### config.mk
export PLATFORM = sky130hd
export DESIGN_NAME = wb_arbiter2
export DESIGN_NICKNAME = d
export VERILOG_FILES = /design/src/rtl/wb_arbiter2.sv
export SDC_FILE = /design/constraint.sdc
export NUM_CORES = 1
export LEC_CHECK = 0
export BUFFER_PORTS_ARGS = -buffer_cell sky130_fd_sc_hd__buf_2
export CORE_AREA = 2 2 121 123
export DETAILED_ROUTE_END_ITERATION = 10
export DIE_AREA = 0 0 123 125
export PLACE_DENSITY = 0.4
export SLEW_MARGIN = 5
export SYNTH_ARGS = -nofsm -noshare
export SYNTH_HDL_FRONTEND = slang
export SYNTH_SLANG_ARGS = --single-unit
export TNS_END_PERCENT = 1
### constraint.sdc
create_clock -name i_clk -period 2.8 [get_ports i_clk]
set_input_delay 0.14 -clock i_clk [delete_from_list [all_inputs] [get_ports i_clk]]
set_output_delay 0.14 -clock i_clk [all_outputs]
set_load 0.03 [all_outputs]
### src/rtl/wb_arbiter2.sv
// rtl/wb_arbiter2.sv - two-master round-robin arbiter for the pipelined Wishbone bus
//
// Master A (CPU) and master B (debug loader / DMA) share one slave fabric.
// The bus is granted per cyc transaction with round-robin tie breaking and
// one cycle of grant latency. The arbiter tracks outstanding requests,
// throttles stb at MAX_OUT, and returns responses only to the granted master.
//
// Optional feature macro: WB_ARB_TIMEOUT_EN (slave timeout -> bus error + ABORT)
//
// Ports:
//   i_clk, i_resetn                      clock, synchronous active-low reset
//   a_cyc/a_stb/a_we/a_addr/a_mosi/a_sel master A request
//   a_ack/a_stall/a_err/a_miso           master A response
//   b_*                                  master B, same shape as master A
//   o_wb_cyc/stb/we/addr/mosi/sel        request towards the slave fabric
//   i_wb_ack/stall/err/miso              response from the slave fabric
module wb_arbiter2 #(
  parameter int AW      = 30,
  parameter int DW      = 32,
  parameter int MAX_OUT = 4,
  parameter int TIMEOUT = 255
) (
  input  logic              i_clk,
  input  logic              i_resetn,
  input  logic              a_cyc,
  input  logic              a_stb,
  input  logic              a_we,
  input  logic [AW-1:0]     a_addr,
  input  logic [DW-1:0]     a_mosi,
  input  logic [DW/8-1:0]   a_sel,
  output logic              a_ack,
  output logic              a_stall,
  output logic              a_err,
  output logic [DW-1:0]     a_miso,
  input  logic              b_cyc,
  input  logic              b_stb,
  input  logic              b_we,
  input  logic [AW-1:0]     b_addr,
  input  logic [DW-1:0]     b_mosi,
  input  logic [DW/8-1:0]   b_sel,
  output logic              b_ack,
  output logic              b_stall,
  output logic              b_err,
  output logic [DW-1:0]     b_miso,
  output logic              o_wb_cyc,
  output logic              o_wb_stb,
  output logic              o_wb_we,
  output logic [AW-1:0]     o_wb_addr,
  output logic [DW-1:0]     o_wb_mosi,
  output logic [DW/8-1:0]   o_wb_sel,
  input  logic              i_wb_ack,
  input  logic              i_wb_stall,
  input  logic              i_wb_err,
  input  logic [DW-1:0]     i_wb_miso
);

  localparam int            CW      = $clog2(MAX_OUT) + 1;
  localparam logic [CW-1:0] MAX_CNT = CW'(MAX_OUT);

  if (MAX_OUT < 1 || MAX_OUT > 16 || (MAX_OUT & (MAX_OUT - 1)) != 0 || TIMEOUT < 1) begin : g_bad_cfg
    $error("wb_arbiter2: MAX_OUT must be a power of two in 1..16 and TIMEOUT >= 1");
  end

`ifdef WB_ARB_TIMEOUT_EN
  typedef enum logic [1:0] {IDLE, GNT_A, GNT_B, ABORT} state_t;
`else
  typedef enum logic [1:0] {IDLE, GNT_A, GNT_B} state_t;
`endif

  state_t        state, state_d;
  logic          rr_last, rr_last_d;   // last granted master: 0 = A, 1 = B
  logic [CW-1:0] count, count_d;       // accepted but not yet acked/erred
  logic          resp_ok;              // a response is only meaningful with something outstanding
  logic          full;
  logic          accept;
  logic          retire;
  logic          release_bus;
  logic          tmo_hit;

`ifdef WB_ARB_TIMEOUT_EN
  localparam int TW = $clog2(TIMEOUT + 1);
  logic [TW-1:0] tmo_cnt;

  assign tmo_hit = (state == GNT_A || state == GNT_B) && (tmo_cnt == TW'(TIMEOUT));

  // Counts response-free cycles while something is outstanding.
  always_ff @(posedge i_clk) begin
    if (!i_resetn) begin
      tmo_cnt <= '0;
    end else if (!(state == GNT_A || state == GNT_B) || count == '0 ||
                 i_wb_ack || i_wb_err || tmo_hit) begin
      tmo_cnt <= '0;
    end else begin
      tmo_cnt <= tmo_cnt + TW'(1);
    end
  end
`else
  assign tmo_hit = 1'b0;
`endif

  always_comb begin
    state_d     = state;
    rr_last_d   = rr_last;
    o_wb_cyc    = 1'b0;
    o_wb_stb    = 1'b0;
    o_wb_we     = 1'b0;
    o_wb_addr   = '0;
    o_wb_mosi   = '0;
    o_wb_sel    = '0;
    a_ack       = 1'b0;
    a_err       = 1'b0;
    a_stall     = 1'b1;
    a_miso      = '0;
    b_ack       = 1'b0;
    b_err       = 1'b0;
    b_stall     = 1'b1;
    b_miso      = '0;
    release_bus = 1'b0;
    resp_ok     = (count != '0);
    full        = (count == MAX_CNT);

    case (state)
      IDLE: begin
        // On a tie, the master that was not granted last wins.
        if (a_cyc && (!b_cyc || rr_last)) begin
          state_d   = GNT_A;
          rr_last_d = 1'b0;
        end else if (b_cyc) begin
          state_d   = GNT_B;
          rr_last_d = 1'b1;
        end
      end
      GNT_A: begin
        o_wb_cyc  = a_cyc;
        o_wb_stb  = a_stb && !full;
        o_wb_we   = a_we;
        o_wb_addr = a_addr;
        o_wb_mosi = a_mosi;
        o_wb_sel  = a_sel;
        a_stall   = i_wb_stall || full;
        a_ack     = i_wb_ack && resp_ok;
        a_err     = i_wb_err && resp_ok;
        a_miso    = i_wb_miso;
        if (!a_cyc) begin
          release_bus = 1'b1;
          if (b_cyc) begin
            state_d   = GNT_B;
            rr_last_d = 1'b1;
          end else begin
            state_d = IDLE;
          end
        end
`ifdef WB_ARB_TIMEOUT_EN
        else if (tmo_hit) begin
          state_d = ABORT;
        end
`endif
      end
      GNT_B: begin
        o_wb_cyc  = b_cyc;
        o_wb_stb  = b_stb && !full;
        o_wb_we   = b_we;
        o_wb_addr = b_addr;
        o_wb_mosi = b_mosi;
        o_wb_sel  = b_sel;
        b_stall   = i_wb_stall || full;
        b_ack     = i_wb_ack && resp_ok;
        b_err     = i_wb_err && resp_ok;
        b_miso    = i_wb_miso;
        if (!b_cyc) begin
          release_bus = 1'b1;
          if (a_cyc) begin
            state_d   = GNT_A;
            rr_last_d = 1'b0;
          end else begin
            state_d = IDLE;
          end
        end
`ifdef WB_ARB_TIMEOUT_EN
        else if (tmo_hit) begin
          state_d = ABORT;
        end
`endif
      end
`ifdef WB_ARB_TIMEOUT_EN
      ABORT: begin
        // rr_last still names the master that owned the hung transaction.
        a_err   = !rr_last;
        b_err   = rr_last;
        state_d = IDLE;
      end
`endif
      default: state_d = IDLE;
    endcase

    accept = o_wb_stb && !i_wb_stall;
    retire = (i_wb_ack || i_wb_err) && resp_ok;

    // Dropping cyc abandons everything in flight; late responses then see count=0.
    if (release_bus || tmo_hit) begin
      count_d = '0;
    end else if (accept && !retire) begin
      count_d = count + CW'(1);
    end else if (retire && !accept) begin
      count_d = count - CW'(1);
    end else begin
      count_d = count;
    end
  end

  always_ff @(posedge i_clk) begin
    if (!i_resetn) begin
      state   <= IDLE;
      rr_last <= 1'b1;
      count   <= '0;
    end else begin
      state   <= state_d;
      rr_last <= rr_last_d;
      count   <= count_d;
    end
  end

endmodule
Word level (Yosys, flattened, before mapping) --
Index checks and enable logic that the tools add are counted.
Storage, ports and cells: register bits 6, bits in latches 0, bits in writable memories 0, ROM bits 0, input bits 175, output and inout port bits 139, logic and storage cells 69, memories kept 0
Operators by class: add/sub/neg operators 2, multipliers 0, div/mod/pow operators 0, order comparisons 0, eq/ne operators 7, shifts and indexed selects 0, multiplexer cells 32, bitwise gates (word level) 1, reduce and logical (&&, ||, !) cells 24
Operators by type and width (number):
- 32-bit 2-to-1 mux | 2
- 32-bit one-hot mux with 2 select lines | 1
- 30-bit one-hot mux with 2 select lines | 1
- 1-bit 2-to-1 mux | 14
- 2-bit 2-to-1 mux | 5
- 1-bit logical AND | 9
- 1-bit one-hot mux with 2 select lines | 4
- 4-bit one-hot mux with 2 select lines | 1
- 3-bit 2-to-1 mux | 2
- 2-bit != test, second input constant | 3
- 2-bit one-hot mux with 3 select lines | 1
- 3-bit nonzero test | 2
- 1-bit zero test | 5
- 4-bit AND reduction | 1
- 3-bit by 1-bit adder with 3-bit output, second input constant | 1
- 3-bit == test, second input constant | 1
- 1-bit logical OR | 3
- 3-bit != test, second input constant | 1
- 1-bit one-hot mux with 3 select lines | 1
- 3-bit AND reduction | 1
- 3-bit by 1-bit subtractor with 3-bit output, second input constant | 1
- 2-bit by 1-bit == test with 1-bit output, second input constant | 1
- 2-bit == test, second input constant | 1
- 2-bit zero test | 1
- 3 further kinds | 3

Logic depth before layout (Yosys ltp) --
Gate-level depths: netlist of run 1.
word-level depth 9, mapped depth 12, mapped depth without buffers 12

Worst setup path before layout of run 1 --
OpenSTA, ideal clock, no wires.
path type flip-flop to flip-flop, start reg state[0], end reg count[2], setup time 0.121 ns, arrival 2.027 ns, required time 2.679 ns, setup slack 0.653 ns, stages on the path, launching flop included 13, buffers on the path 0, clock period less this slack 2.147 ns, cells stage by stage dfxtp_1 > inv_1 > ha_1 > mux2_2 > nand2_1 > nor2b_1 > ha_1 > inv_1 > fa_1 > xor2_1 > nor2_1 > xnor2_1 > nor2_1
On the way: longest elaborated chain between the ends 6, elaborated cells between the ends (all ways) 11, those cells by class 2 x eq/ne; 3 x mux; 6 x reduce/logical
Ends and longest elaborated chain:
- start, declared | line 70 | state_t state, state_d;
- start signal, assigned | line 217 | state <= state_d;
- 2-bit == test / 2-bit by 1-bit == test with 1-bit output (equally long branches) | line 122 | case (state)
- 1-bit one-hot mux with 2 select lines | line 122
- 1-bit logical AND | line 196 | accept = o_wb_stb && !i_wb_stall;
- 1-bit zero test | line 204 | end else if (retire && !accept) begin
- 1-bit logical AND | line 204
- 2-bit nonzero test (no line)
- end signal, assigned | line 219 | count <= count_d;
- end, declared | line 72 | logic [CW-1:0] count, count_d;
Parallel ways exist; a longest one is shown, timed or not. A chain may end at the register's enable or synchronous reset.

Worst setup path in the final report of run 1 --
start reg state[0], end out o_wb_mosi[0]
On the way: longest elaborated chain between the ends 2, elaborated cells between the ends (all ways) 3, those cells by class 2 x eq/ne; 1 x mux
Ends and longest elaborated chain:
- 2-bit == test / 2-bit by 1-bit == test with 1-bit output (equally long branches) | line 122
- 32-bit one-hot mux with 2 select lines * | line 122
- end, declared | line 49 | output logic [DW-1:0] o_wb_mosi,
Every way passes the cells marked *; elsewhere a longest branch is shown, timed or not.

==> results.md, run 1 <==
* Area of the multi-input gates at 1380 sq um
* Post-CTS setup buffers at 0
* Average size of a mapped cell at 7.52 sq um
* Crit start category: register
* Final setup violation count at 0
* Period utilization at a little over four fifths
* Unrepaired setup endpoints after global routing: no
* Met1 Use GR at around 14%
* Max cap viols at 0
* Final core utilization at 24.0%
* Synth area leader: a22o_1
* Iteration-0 DRC Markers at a little over 80
* Via density at 4.13
* Setup TNS at 0 ps
* Slew @ Worst Pin at about 1000 ps
* Worst slew margin at about 31%
* Total wire length at roughly 11,000 um
* Cell count after synthesis at 220
* Grt met3 use at 2.69%
* Slew Viols, Final at 0
* H-tree levels at 1
* DRC Markers at 0
* Met2 GRT Util at between 20% and 30%
* Flop2flop setup slack at 430 ps
* Num ports at 314
* Largest net degree at the start of global routing at 67
* Syn_nets at around 400
* CTS root buf: clkbuf_16
* Via count at around 2,900
* Remaining Overflow, GRT at 0
* Worst EP arrival at about 2200 ps
* Status: finished clean
* Fillers at about 1,600
* Synth top area cells: a22o_1 35%, and2_1 24%, dfxtp_1 7.3%, ha_1 4.5%, buf_6 4.1%
* Final WS setup at approximately 420 ps
* Post-CTS sizing at 0
* Total GRT Usage at between 10% and 20%
* Hold wc startpoint: i_resetn
* Worst slack at placement at approximately 280 ps
* Setup Skew at 1.01 ps
* DIE AREA at around 15,000 sq um
* Worst Reg-to-Reg Cells at 12
* Global route hottest layer: met2
* CP Data Required Time at between 2000 and 3000 ps
* Final Net Count at 700
* Max FO, Critical Path at 66
* Global-route wire length before repair at 14,500 um
* Critical path endpoint category: output pin
* Antenna violations before repair at 3
* CTS Buf Count at 3
* Height of the die at 125 um
* Sequential Area at roughly 120 sq um
* Port bufs at 313
* Maximum VDD drop at 0.210 mV
* FF-to-FF Start: state[0]$_SDFFE_PN0P_
* Vias in the first global route at 2,761
* Core area at between 10,000 and 15,000 sq um
* Dpl cells at around 700
* Lkg Pwr at approximately 2.1 nW
* Final Hold Violating Endpoints at 0
* DRT Pass-1 Iters at 4
* Global placement routability congestion at roughly 0.8
* Final Critical Period at around 2400 ps
* Cts hold-fix bufs at 0
* Sequential area share after synthesis at under 10%
* Die Width at ~120 um
* Most common cell after layout, fill and taps aside: buf_2
* Synth Register Bits at 6
* Ys Warns at 0
* Synthesized cell area at 1660 sq um
* Post-DRT Antenna Nets at 0
* Row count at 44
* Post-synth top area share at 34.9%
* Library cells used by synthesis at 32
* FF-to-FF End: count[2]$_SDFFE_PP0P_
* Crit Path Category: reg -> out
* CTS tree: done
* DR WL/cell at ~15 um
* Total power draw at 1.58 mW
* Dpl hpwl at ~8800 um
* Share of layout cells above drive strength 1 at 63.0%
* Hold Crit Depth at 2
* Most frequent cells in the layout: 313 x buf_2, 66 x a22o_1, 61 x and2_1, 8 x nor2_1
* Hold endpoint: rr_last$_SDFFE_PN1P_
* Layout Area Growth over Synthesis at 106%
* Clock Latency Late Sink at between 200 and 250 ps
* Clock Path Buffers at 2
* Hold crit path type: in -> reg
* Max Freq at approximately 0.42 GHz
* Worst-path clk slew at 30 ps
* Clock Sinks at 6
* Power Density at roughly 460 nW/um^2
* Starting Density at a little under an eighth
* Final cell count without fillers at 702
worst max-delay path, stage by stage (launching register included):
cell and delay, ps:
dfxtp_1 370, inv_1 100, ha_1 350, and2_2 150, buf_4 530, a22o_1 250, buf_2 210
cell usage after synthesis:
| master | number |
|---|---|
| buf_6 | 6 |
| nand2b_1 | 2 |
| a21o_2 | 1 |
| buf_2 | 8 |
| a21oi_1 | 3 |
| and2_2 | 3 |
| a21boi_0 | 1 |
| o21ai_1 | 2 |
| and3_1 | 4 |
| ha_1 | 6 |
| xor2_1 | 2 |
| a2bb2oi_1 | 1 |
| o21ai_0 | 3 |
| a31oi_1 | 1 |
| or3_1 | 1 |
| nor2_1 | 8 |
| nor2b_1 | 3 |
| o211ai_1 | 1 |
| inv_1 | 6 |
| fa_1 | 1 |
| and2_1 | 63 |
| a2111oi_0 | 1 |
| o2111ai_1 | 1 |
| mux2i_1 | 1 |
| a22oi_1 | 3 |
| a21boi_1 | 1 |
| dfxtp_1 | 6 |
| clkbuf_1 | 8 |
| xnor2_1 | 1 |
| mux2_2 | 1 |
| a22o_1 | 66 |
| nand2_1 | 5 |
worst max path at each step:
stage / start / to / slack [ps] / cells after the start
2_1_floorplan: state[0]$_SDFFE_PN0P_ / count[2]$_SDFFE_PP0P_ / 650 / 12
5_1_grt: state[1]$_SDFFE_PN0P_ / o_wb_mosi[4] / 240 / 6
6_report: state[0]$_SDFFE_PN0P_ / o_wb_mosi[0] / 420 / 6
3_3_place_gp: state[0]$_SDFFE_PN0P_ / o_wb_mosi[5] / 380 / 5
3_5_place_dp: state[1]$_SDFFE_PN0P_ / o_wb_mosi[5] / 280 / 5
4_1_cts: state[1]$_SDFFE_PN0P_ / o_wb_mosi[5] / 30 / 5
routing by layer:
layer	wire length (um)	vias up	share of wire (%)
li1	-	1405	-
met1	4150	1318	39
met2	5240	173	49
met3	1170	6	11
met5	0	-	0
met4	67	0	0.63
state kept, by name (all words and copies together), names as in the netlist:
| signal | cells |
|---|---|
| count | 3 |
| state | 2 |
| rr_last | 1 |
power by group:
part           internal (mW)  total (mW)  switching (mW)
Clock                  0.183       0.229          0.0457
Combinational          0.429        1.21           0.777
Sequential             0.111       0.142          0.0302
cell families (layout without fill, tap and decap cells):
kind of cell             Yosys count  count (layout)  synth area share [%]
other                              0               2                     0
adder cells (fa/ha/maj)            7               7                  5.74
multiplexers                       2               2                  1.28
flip-flops                         6               6                  7.26
buffers and inverters             28             324                  9.67
AND/OR/NAND/NOR                   89              89                  31.9
XOR/XNOR                           3               3                  1.59
AO/OA/AOI/OAI                     85              85                  42.6
metrics by stage:
| stage | hold slack (ps) | cell area [sq um] |
|---|---|---|
| after CTS | 147 | 3410 |
| after global placement | 373 | 3330 |
| after global routing | 174 | 3410 |
| after detailed placement | 369 | 3330 |
| after floorplan | 229 | 1660 |
| final | 144 | 3410 |
layout make-up:
type | count | share of cell area (%)
timing repair buffer | 315 | 46.3
multi-input combinational | 186 | 40.4
tap | 184 | 6.74
sequential | 6 | 3.52
clock buffer | 3 | 2.20
inverter | 6 | 0.660
antenna | 2 | 0.147
Note: power is estimated with default switching activity, not from simulation.
==> inputs of run 2 (changes only) <==
==> constraint.sdc (replaced) <==
create_clock -name i_clk -period 2.3 [get_ports i_clk]
set_input_delay 0.115 -clock i_clk [delete_from_list [all_inputs] [get_ports i_clk]]
set_output_delay 0.115 -clock i_clk [all_outputs]
set_load 0.03 [all_outputs]
==> results.md, run 2 (synthesis gave the netlist of run 1 again) <==
* Net Switching at 1.05 mW (+23%)
* Vias in the first global route at 2,812 (+1.8%)
* Max reg flops at 3 (unchanged)
* Hold endpoint: rr_last$_SDFFE_PN1P_
* Final Hold Violating Endpoints at 0 (unchanged)
* Area of the multi-input gates at 1410 sq um (+2.1%)
* Sequential Area at 121 sq um (+1.0%)
* Lkg Pwr at 2.16 nW (+1.2%)
* Port bufs at 313 (unchanged)
* Antenna violations before repair at 1 (-2)
* Fin Hold WS at 110 ps (-33.2 ps)
* Clock Latency Late Sink at 230 ps (about the same)
* Status: finished clean
* Sw Ratio at 53.4% (-0.66 points)
* Final Critical Period at between 2000 and 2500 ps
* Top flop regs: count (3), state (2), rr_last (1)
* Global-route wire length before repair at 14,100 um (-2.7%)
* Largest net degree at the start of global routing at 67 (unchanged)
* Cell Int Power at 0.917 mW (+27%)
* CP Buf/Inv Count at 1 (-2)
* Power Density at 563 nW/um^2 (+22%)
* Slew @ Worst Pin at 353 ps (-678 ps)
* Die Width at 123 um (unchanged)
* Worst-path clk slew at 30 ps (about the same)
* Max Freq at approximately 0.47 GHz
* Critical path endpoint category: register
* Layout Area Growth over Synthesis at 111%
* Total power draw at 1.97 mW (+25%)
* Period utilization at between 90 and 100%
* Clock Sinks at 6 (unchanged)
* DIE AREA at 15,400 sq um (unchanged)
* DRT Pass-1 Iters at 4 (unchanged)
* DRC Markers at 0 (unchanged)
* Height of the die at 125 um (unchanged)
* Dpl cells at 700 (+0.43%)
* Flop pwr share at 8.8% (-0.2 points)
* Maximum VDD drop at 0.296 mV (+41%)
* Final cell count without fillers at 705 (+0.43%)
* Hold crit path type: in -> reg
* Final Net Count at 704 (+0.57%)
* CTS tree: done
* Cts hold-fix bufs at 0 (unchanged)
* Clock network power share at 14.4% (about the same)
* CP max stage cell: or3_1
* Fillers at 1,609 (+1.1%)
* Placed cell area at 3380 sq um (+1.4%)
* Worst slack at placement at 19.7 ps (-261 ps)
* Clock Path Buffers at 2 (unchanged)
* Num ports at 314 (unchanged)
* Worst slew margin at 75.9% (+45 points)
* Combinational share of power at 76.8% (+0.3 points)
* Final WS setup at 160 ps (-265 ps)
* Total GRT Usage at 11.4% (-0.31 points)
* Total wire length at 10,000 um (-5.4%)
* CP Data Required Time at 2410 ps (-250 ps)
* Via count at 2,895 (-0.24%)
* Slew Viols, Final at 0 (unchanged)
* Post-route design area at 3500 sq um (+2.4%)
* Worst EP arrival at 2250 ps (about the same)
* Remaining Overflow, GRT at 0 (unchanged)
* H-tree levels at 1 (unchanged)
* Max FO, Critical Path at 5 (-92%)
* Crit Path Category: reg -> reg
* Worst Reg-to-Reg Cells at 9 (-3)
* Hold wc startpoint: i_resetn
* Setup Skew at 1.53 ps (+0.517 ps)
* Dpl hpwl at 8420 um (-4.1%)
* Crit start category: register
* Most frequent cells in the layout: 313 x buf_2, 66 x a22o_1, 61 x and2_1, 8 x nor2_1
* FF-to-FF Start: count[0]$_SDFFE_PP0P_
* CTS Buf Count at 3 (unchanged)
* Most common cell on crit path: nor2_1
* Share of layout cells above drive strength 1 at 64.4% (+1.4 points)
* Critical path cell sequence: or3_1, o21ai_0, ha_2, inv_1, fa_2, xor2_1, nor2_1, xnor2_1, nor2_1
* Core area at 14,200 sq um (unchanged)
* Most common cell after layout, fill and taps aside: buf_2
* Iteration-0 DRC Markers at 74 (-8.6%)
* FF-to-FF End: count[2]$_SDFFE_PP0P_
* Via density at 4.11 (-0.67%)
* Max cap viols at 0 (unchanged)
* Max incr delay on CP at 450 ps (-80 ps)
* DR WL/cell at 14.2 um (-5.8%)
* Row count at 44 (unchanged)
* Hold Crit Depth at 2 (unchanged)
* CTS root buf: clkbuf_16
* Flop2flop setup slack at 160 ps (-270 ps)
* Largest reg by FF count: count
* CP top delay family: simple AND/OR/NAND/NOR gates
* Post-DRT Antenna Nets at 0 (unchanged)
* Final setup violation count at 0 (unchanged)
* Global placement routability congestion at 0.770 (-6.6%)
* Starting Density at 11.7% (unchanged)
[run 2: cell count changes in the layout (fill, tap and decap cells not counted), sizes merged]
cell / change
diode: -1
buf: +4
[run 2: what timing repair did]
item                                    CTS  global route
gates resized for setup                   1             6
pin swaps                                 1             2
setup buffers                             1             0
endpoints found under the setup margin    1             1
[run 2: how the worst max path moves through the flow]
stage | startpoint | endpoint | cells past startpoint
final | count[0]$_SDFFE_PP0P_ | count[2]$_SDFFE_PP0P_ | 9
after detailed placement | state[0]$_SDFFE_PN0P_ | count[2]$_SDFFE_PP0P_ | 12
after global routing | state[0]$_SDFFE_PN0P_ | count[2]$_SDFFE_PP0P_ | 12
after floorplan | state[0]$_SDFFE_PN0P_ | count[2]$_SDFFE_PP0P_ | 12
after global placement | state[0]$_SDFFE_PN0P_ | count[2]$_SDFFE_PP0P_ | 12
after CTS | state[0]$_SDFFE_PN0P_ | count[2]$_SDFFE_PP0P_ | 12
[run 2: cell type report]
cell class                      count  share of cell area [%]
Multi-Input combinational cell    186                    40.3
Inverter                            6                   0.644
Clock buffer                        3                    2.15
Sequential cell                     6                    3.47
Timing Repair Buffer              319                    46.8
Tap cell                          184                    6.59
Antenna cell                        1                  0.0716
[run 2: through the flow]
stage,utilization (%),setup TNS [ps]
final,24.6,0
after global routing,24.6,-0.624
after CTS,24.4,0
after detailed placement,23.8,0
after global placement,23.8,0
after floorplan,-,0
[run 2: power by group through the flow]
stage	clock (mW)	combinational, mW	sequential [mW]
2_1_floorplan	0	1.01	0.164
5_1_grt	0.295	1.64	0.178
4_1_cts	0.288	1.52	0.169
3_5_place_dp	0	1.50	0.171
6_report	0.283	1.51	0.173
3_3_place_gp	0	1.49	0.168
[run 2: routing by layer]
layer | track usage [%] | share of wire [%] | vias to the layer above
li1 | - | - | 1408
met1 | 13.7 | 39 | 1307
met2 | 21.2 | 49 | 175
met3 | 2.14 | 11 | 5
met4 | 1.80 | 0.91 | 0
met5 | 0 | 0 | -
[run 2: worst reg2reg max path, cell delays in order (launching register included)]
cell and delay (ps):
dfxtp_1 350, or3_1 450, o21ai_0 140, ha_2 230, inv_1 50, fa_2 340
xor2_1 160, nor2_1 130, xnor2_1 130, nor2_1 50
